### src/rtl/micro_seq_pkg.sv
// Shared definitions for the micro_sequencer next-address controller:
// sequencing-field encoding and controller state type.
package micro_seq_pkg;

  // Sequencing field of the microinstruction (3 bits).
  typedef enum logic [2:0] {
    OP_CONT  = 3'd0,
    OP_JMP   = 3'd1,
    OP_JCOND = 3'd2,
    OP_CALL  = 3'd3,
    OP_RET   = 3'd4,
    OP_WAITC = 3'd5,
    OP_HALT  = 3'd6,
    OP_RSVD  = 3'd7
  } op_e;

  // Controller states.
  typedef enum logic [1:0] {
    IDLE = 2'd0,
    RUN  = 2'd1,
    DONE = 2'd2
  } state_e;

endpackage

### src/rtl/micro_return_stack.sv
// LIFO of return addresses for micro_sequencer CALL/RET.
// Push when full and pop when empty are ignored; the caller flags the error.
module micro_return_stack
  import micro_seq_pkg::*;
#(
  parameter int ANCHO       = 8,
  parameter int STACK_DEPTH = 4
) (
  input  logic             clk,
  input  logic             push,
  input  logic             pop,
  input  logic             clear,
  input  logic [ANCHO-1:0] din,
  output logic [ANCHO-1:0] top,
  output logic             full,
  output logic             empty
);

  localparam int CW = $clog2(STACK_DEPTH + 1);
  localparam int IW = (STACK_DEPTH > 1) ? $clog2(STACK_DEPTH) : 1;

  logic [ANCHO-1:0] mem_q [STACK_DEPTH];
  logic [CW-1:0]    cnt_q;
  logic [IW-1:0]    top_idx;

  assign full    = (cnt_q == CW'(STACK_DEPTH));
  assign empty   = (cnt_q == '0);
  assign top_idx = IW'(cnt_q - CW'(1));
  assign top     = mem_q[top_idx];

  // Occupancy and storage update; clear has priority over push/pop.
  always_ff @(posedge clk) begin
    if (clear) begin
      cnt_q <= '0;
    end else if (push && !full) begin
      mem_q[cnt_q[IW-1:0]] <= din;
      cnt_q                <= cnt_q + CW'(1);
    end else if (pop && !empty) begin
      cnt_q <= cnt_q - CW'(1);
    end
  end

endmodule

### src/rtl/micro_sequencer.sv
// Next-address controller for the microprogram counter.
// Optional return stack enabled by defining RETURN_STACK_EN; without it
// CALL behaves as JMP, RET as CONT, and stack_err is tied low.
module micro_sequencer
  import micro_seq_pkg::*;
#(
  parameter int ANCHO       = 8,
  parameter int NCOND       = 4,
  parameter int STACK_DEPTH = 4
) (
  input  logic                     clk,
  input  logic                     rst,
  input  logic                     start,
  input  logic [ANCHO-1:0]         start_addr,
  input  logic [ANCHO-1:0]         upc,
  input  logic [2:0]               op,
  input  logic [ANCHO-1:0]         target,
  input  logic [$clog2(NCOND)-1:0] cond_sel,
  input  logic                     cond_pol,
  input  logic [NCOND-1:0]         flags,
  output logic                     ld_c,
  output logic [ANCHO-1:0]         cuenta_entrada,
  output logic                     busy,
  output logic                     done,
  output logic                     stack_err
);

  state_e state_q, state_d;
  logic   cond;

  assign cond = flags[cond_sel] ^ cond_pol;
  assign busy = (state_q != IDLE);

`ifdef RETURN_STACK_EN
  logic             stk_push, stk_pop, stk_clear, err_set;
  logic             stk_full, stk_empty;
  logic [ANCHO-1:0] stk_top, ret_addr;
  logic             stack_err_q;

  assign ret_addr  = upc + ANCHO'(1);
  assign stack_err = stack_err_q;

  micro_return_stack #(
    .ANCHO      (ANCHO),
    .STACK_DEPTH(STACK_DEPTH)
  ) u_stack (
    .clk  (clk),
    .push (stk_push),
    .pop  (stk_pop),
    .clear(stk_clear),
    .din  (ret_addr),
    .top  (stk_top),
    .full (stk_full),
    .empty(stk_empty)
  );

  // Sticky stack error, cleared by reset or an accepted start.
  always_ff @(posedge clk) begin
    if (rst || (state_q == IDLE && start)) stack_err_q <= 1'b0;
    else if (err_set)                      stack_err_q <= 1'b1;
  end
`else
  assign stack_err = 1'b0;
`endif

  // Controller state register.
  always_ff @(posedge clk) begin
    if (rst) state_q <= IDLE;
    else     state_q <= state_d;
  end

  // Next state and counter control; default is to hold the counter.
  always_comb begin
    state_d        = state_q;
    ld_c           = 1'b1;
    cuenta_entrada = upc;
    done           = 1'b0;
`ifdef RETURN_STACK_EN
    stk_push       = 1'b0;
    stk_pop        = 1'b0;
    stk_clear      = rst;
    err_set        = 1'b0;
`endif
    case (state_q)
      IDLE: begin
        if (start) begin
          cuenta_entrada = start_addr;
          state_d        = RUN;
`ifdef RETURN_STACK_EN
          stk_clear      = 1'b1;
`endif
        end
      end
      RUN: begin
        case (op_e'(op))
          OP_JMP:   cuenta_entrada = target;
          OP_JCOND: begin
            if (cond) cuenta_entrada = target;
            else      ld_c = 1'b0;
          end
          OP_CALL: begin
            cuenta_entrada = target;
`ifdef RETURN_STACK_EN
            stk_push = !stk_full;
            err_set  = stk_full;
`endif
          end
          OP_RET: begin
`ifdef RETURN_STACK_EN
            if (stk_empty) begin
              ld_c    = 1'b0;
              err_set = 1'b1;
            end else begin
              stk_pop        = 1'b1;
              cuenta_entrada = stk_top;
            end
`else
            ld_c = 1'b0;
`endif
          end
          OP_WAITC: if (cond) ld_c = 1'b0;
          OP_HALT:  state_d = DONE;
          default:  ld_c = 1'b0;
        endcase
      end
      DONE: begin
        done    = 1'b1;
        state_d = IDLE;
      end
      default: state_d = IDLE;
    endcase
  end

endmodule

### config.mk
export PLATFORM = sky130hd
export DESIGN_NAME = micro_sequencer
export DESIGN_NICKNAME = d
export VERILOG_FILES = /design/src/rtl/micro_seq_pkg.sv /design/src/rtl/micro_return_stack.sv /design/src/rtl/micro_sequencer.sv
export SDC_FILE = /design/constraint.sdc
export NUM_CORES = 1
export LEC_CHECK = 0
export CELL_PAD_IN_SITES_DETAIL_PLACEMENT = 2
export CELL_PAD_IN_SITES_GLOBAL_PLACEMENT = 2
export CORE_MARGIN = 2
export CORE_UTILIZATION = 13
export DETAILED_ROUTE_END_ITERATION = 10
export GPL_TIMING_DRIVEN = 0
export HOLD_SLACK_MARGIN = 0.06
export PLACE_DENSITY = 0.81
export RECOVER_POWER = 100
export SETUP_SLACK_MARGIN = 0.02
export SYNTH_ARGS = -nofsm -noshare
export SYNTH_HDL_FRONTEND = slang
export SYNTH_SLANG_ARGS = --single-unit
### constraint.sdc
create_clock -name clk -period 2.65 [get_ports clk]
set_clock_uncertainty 0.2 [all_clocks]
set_input_delay 0.6625 -clock clk [delete_from_list [all_inputs] [get_ports clk]]
set_output_delay 0.6625 -clock clk [all_outputs]
set_load 0.01 [all_outputs]
[Yosys cells after proc, flatten, opt, wreduce, memory -nomap -nowiden]
Index checks and enable logic that the tools add are counted.
Cells by class
  $lt $le $gt $ge: 1
  equality and inequality tests: 9
  mux-type cells: 14
  bitwise gates (word level): 1
  reductions and logical operators: 5
Operator list (count)
  8-bit one-hot mux with 2 select lines: 2
  8-bit two-way mux: 2
  3-bit by 2-bit == test with 1-bit output (second input constant): 2
  3-bit == test (second input constant): 2
  1-bit two-way mux: 5
  2-bit two-way mux: 2
  2-bit one-hot mux with 2 select lines: 1
  3-bit by 1-bit == test with 1-bit output (second input constant): 1
  2-bit by 3-bit < comparator with 1-bit output (second input constant): 1
  1-bit one-hot mux with 3 select lines: 1
  3-bit OR reduction: 1
  1-bit binary-select mux with 2-bit select: 1
  2-bit by 1-bit == test with 1-bit output (second input constant): 1
  2-bit == test (second input constant): 1
  2-bit zero test: 1
  2-bit by 1-bit inequality test with 1-bit output (second input constant): 1
  2-bit inequality test (second input constant): 1
  2-bit AND reduction: 1
  2-bit nonzero test: 1
  2-bit OR reduction: 1
  1-bit XOR: 1
Word-level totals
  register bits: 2
  bits of input ports: 37
  output and inout port bits: 12
  logic and storage cells: 31

[Longest topological paths before layout]
  depth after elaboration: 6
  depth in mapped cells: 6

[Worst setup path before layout]
No wires, ideal clock.
  path type: in2out
  start: input cond_sel[0]
  end: output cuenta_entrada[0]
  arrival: 1911 ps
  data required time: 1788 ps
  slack: -123 ps
  cell stages on the path: 4
  cell sequence: mux4_2 > xor2_2 > a211oi_4 > a221o_1
On the way
  word-level cells in the longest chain between the ends: 6
Ends and longest elaborated chain
  from (decl): line micro_sequencer.sv:18  | input logic [$clog2(NCOND)-1:0] cond_sel,
  1-bit binary-select mux with 2-bit select: line micro_sequencer.sv:31  | assign cond = flags[cond_sel] ^ cond_pol;
  1-bit two-way mux (implied by the code): line micro_sequencer.sv:31
  1-bit XOR: line micro_sequencer.sv:31
  8-bit two-way mux: line micro_sequencer.sv:98  | if (cond) cuenta_entrada = target;
  8-bit one-hot mux with 2 select lines: line micro_sequencer.sv:95  | case (op_e'(op))
  8-bit one-hot mux with 2 select lines: line micro_sequencer.sv:84  | case (state_q)
  to (decl): line micro_sequencer.sv:22  | output logic [ANCHO-1:0] cuenta_entrada,
Every way passes these cells. The select of a mux whose other input is x is not followed.

[Worst setup path after layout]
  start: input flags[3]
  end: output cuenta_entrada[5]
On the way
  word-level cells in the longest chain between the ends: 6
Ends and longest elaborated chain
  from (decl): line micro_sequencer.sv:20  | input logic [NCOND-1:0] flags,
  1-bit binary-select mux with 2-bit select: line micro_sequencer.sv:31
  1-bit two-way mux (implied by the code): line micro_sequencer.sv:31
  1-bit XOR: line micro_sequencer.sv:31
  8-bit two-way mux: line micro_sequencer.sv:98
  8-bit one-hot mux with 2 select lines: line micro_sequencer.sv:95
  8-bit one-hot mux with 2 select lines: line micro_sequencer.sv:84
Every way passes these cells. The select of a mux whose other input is x is not followed.

==> flow_summary.ini <==
[yosys]
avgSynthCellArea_sq_um = 7.39
syn_area_sq_um = 569
ys_seq_elements = 2
synth.area.top_cells = a221o_1 (14%), a22oi_1 (11%), mux2i_1 (8.8%), dfxtp_1 (7.0%), o21ai_0 (7.0%)
yosysTopAreaCell = a221o_1
synth_common_cells = nand2_1 (10), a221o_1 (8), a22oi_1 (8), o21ai_0 (8), mux2i_1 (5)
ys_seq_area_share_pct = 7.03
synth_edf_count = 0
yosysMostFrequentCell = nand2_1
yosysWarnings = 0
syn_nets = 114
synth_flop_cell = dfxtp_1
synthArstFlopShare_pct = 0
synth_cells = 77
synth.top_cell.area_share_pct = 14.1
synthDistinctLibCells = 31

[critical_path]
cp_max_fo = 4
r2r.worst_path.cells = 3
reg2reg_from = state_q[1]$_SDFFE_PP0P_
critPathKind = in2out
startpoint_type = input port
arrival_ns = 2.18
rrSetupSlack_ns = 1.27
cp_data_required_time_ns = 1.79
end_kind = primary output
r2r-end = state_q[1]$_SDFFE_PP0P_

[status]
violations = negative setup slack
status = finished, violations left

[placed_design]
pre_cts_ws_ns = -1.43
io_buffers = 45
dp_cells = 174
gp_congestion = 0.756
post_dp_cell_area_sq_um = 1110
post-dp-hpwl_microns = 2320

[drt]
drt_pass1_iterations = 4
drt-vias-per-instance = 4.80
routed_wl_microns = 2910
ant_nets = 0
drtIter0Drc = 34
wire_per_inst_microns = 15.8
drc = 0
num_vias = 884

[sta]
tns_ns = -3.03
finalCritPeriodShare_pct = 115
rsz0062_at_grt = yes
drv_slew = 0
clock.fmax_ghz = 0.329
setup_viol = 9
period_minus_slack_ns = 3.04
hold_viol_final = 0
fin_ws_ns = -0.393

[die]
rows = 24
ios = 49
coreArea_sq_um = 4290
start_util_pct = 13.3
die_w_microns = 70.2
die_area_sq_um = 4920
fp.dieH_microns = 70.2

[cells_and_area]
final_cells = 184
nNetsFinal = 171
final_area_sq_um = 1230
largest_register_ffs = 2
n_antenna_cell = 0
reg_top3 = state_q: 2 flops
regMostFlops = state_q
fillers = 504
layout-drive-gt1-share_pct = 33.3
syn2layout_area_growth_pct = 116

[worst_hold_path]
hold_depth = 2
holdPathEnd = state_q[0]$_SDFFE_PP0P_
hold_path.class = reg2reg
min-delay-start = state_q[1]$_SDFFE_PP0P_

[grt]
grt-ovfl-total = 0
grt_max_degree = 11
grt_pass1_vias = 1015
antenna_found_initial = 0
gr-usage-met1_pct = 15.1
met3_usage_pct = 3.32
use_met2_pct = 23.4
grt_pass1_wl_microns = 5090
grt_use_total_pct = 12.8
grt_busiest_layer = met2

[pwr]
powerDensity_nw_per_um2 = 299
p_leak_nw = 0.492
power.total_uw = 367
peakVddDrop_mv = 0.0912

[cts]
clock_sinks = 2
numCtsBuffers = 3
hold_buffers = 0
clk_pin_slew_ns = 0.03
cts_root_buf = clkbuf_8
cts_tree = yes
cts_max_path_buffers = 2
clk_latency_ns = 0.21
htreeDepth = 1

[run]
maxCapViolCount = 0
## worst max-delay path, stage by stage
cell	delay, ns
buf_6	0.10
mux4_2	0.52
xor2_4	0.21
a211oi_4	0.09
buf_6	0.15
a221o_1	0.30
buf_2	0.15
## worst max-delay path by stage
stage / start / endpoint / cells past startpoint
after CTS: cond_sel[0] / cuenta_entrada[5] / 8
after global placement: cond_sel[0] / cuenta_entrada[4] / 6
after floorplan: cond_sel[0] / cuenta_entrada[0] / 4
final: flags[3] / cuenta_entrada[5] / 7
after global routing: cond_sel[0] / cuenta_entrada[2] / 7
after detailed placement: cond_sel[0] / cuenta_entrada[5] / 6
## metal layers
layer  up-vias  wire length, microns  share of wire, %
li1        421                     -                 -
met1       429                  1120                39
met5         -                     0                 0
met3         4                   178               6.1
met2        30                  1570                54
met4         0                    32               1.1
## repair_timing
| item | 4_1_cts | 5_1_grt |
|---|---|---|
| setup buffers | 8 | 1 |
| pin swaps | 10 | 7 |
| resized for setup | 79 | 11 |
| endpoints found under the setup margin | 10 | 9 |
## power breakdown
part	switching [mW]	internal [mW]
clock	0.0219	0.0959
combinational	0.0930	0.122
sequential	0.00249	0.0318
total	0.117	0.250
## stage by stage
stage               util, %  hold slack, ns
finish                 28.6           0.587
global route           28.6           0.630
CTS                    28.1           0.584
detailed placement     25.8           0.525
global placement       25.8           0.497
floorplan                 -           0.448
## cell families (layout without fill, tap and decap cells)
group           count (synthesis)  after routing  synth area share [%]
mux                             6              6                  12.7
flops                           2              2                  7.03
xor+xnor                        1              1                  2.86
simple gates                   30             30                  28.8
buf+inv                         7             62                  5.49
compound gates                 30             30                  42.4
other cells                     1              1                 0.659
## cell type report
class,count,area (sq um),share of cell area (%)
inverter,1,3.75,0.305
timing repair buffer,53,489,39.8
tap,52,65.1,5.30
buffer,5,35.0,2.85
multi-input combinational,68,554,45.1
sequential,2,40.0,3.26
clock buffer,3,41.3,3.36
## placed cells by master, fill, tap and decap left out, types with 3 or more instances in the layout
| master | n |
|---|---|
| clkdlybuf4s50_1 | 26 |
| nand2_1 | 10 |
| buf_2 | 10 |
| a221o_1 | 8 |
| o21ai_0 | 8 |
| a22oi_1 | 6 |
| buf_4 | 6 |
| buf_6 | 6 |
| nand3b_1 | 3 |
| mux2i_2 | 3 |
| nand3_1 | 3 |
| nor3_1 | 3 |
| clkbuf_8 | 3 |
(Power assumes the default switching activity.)
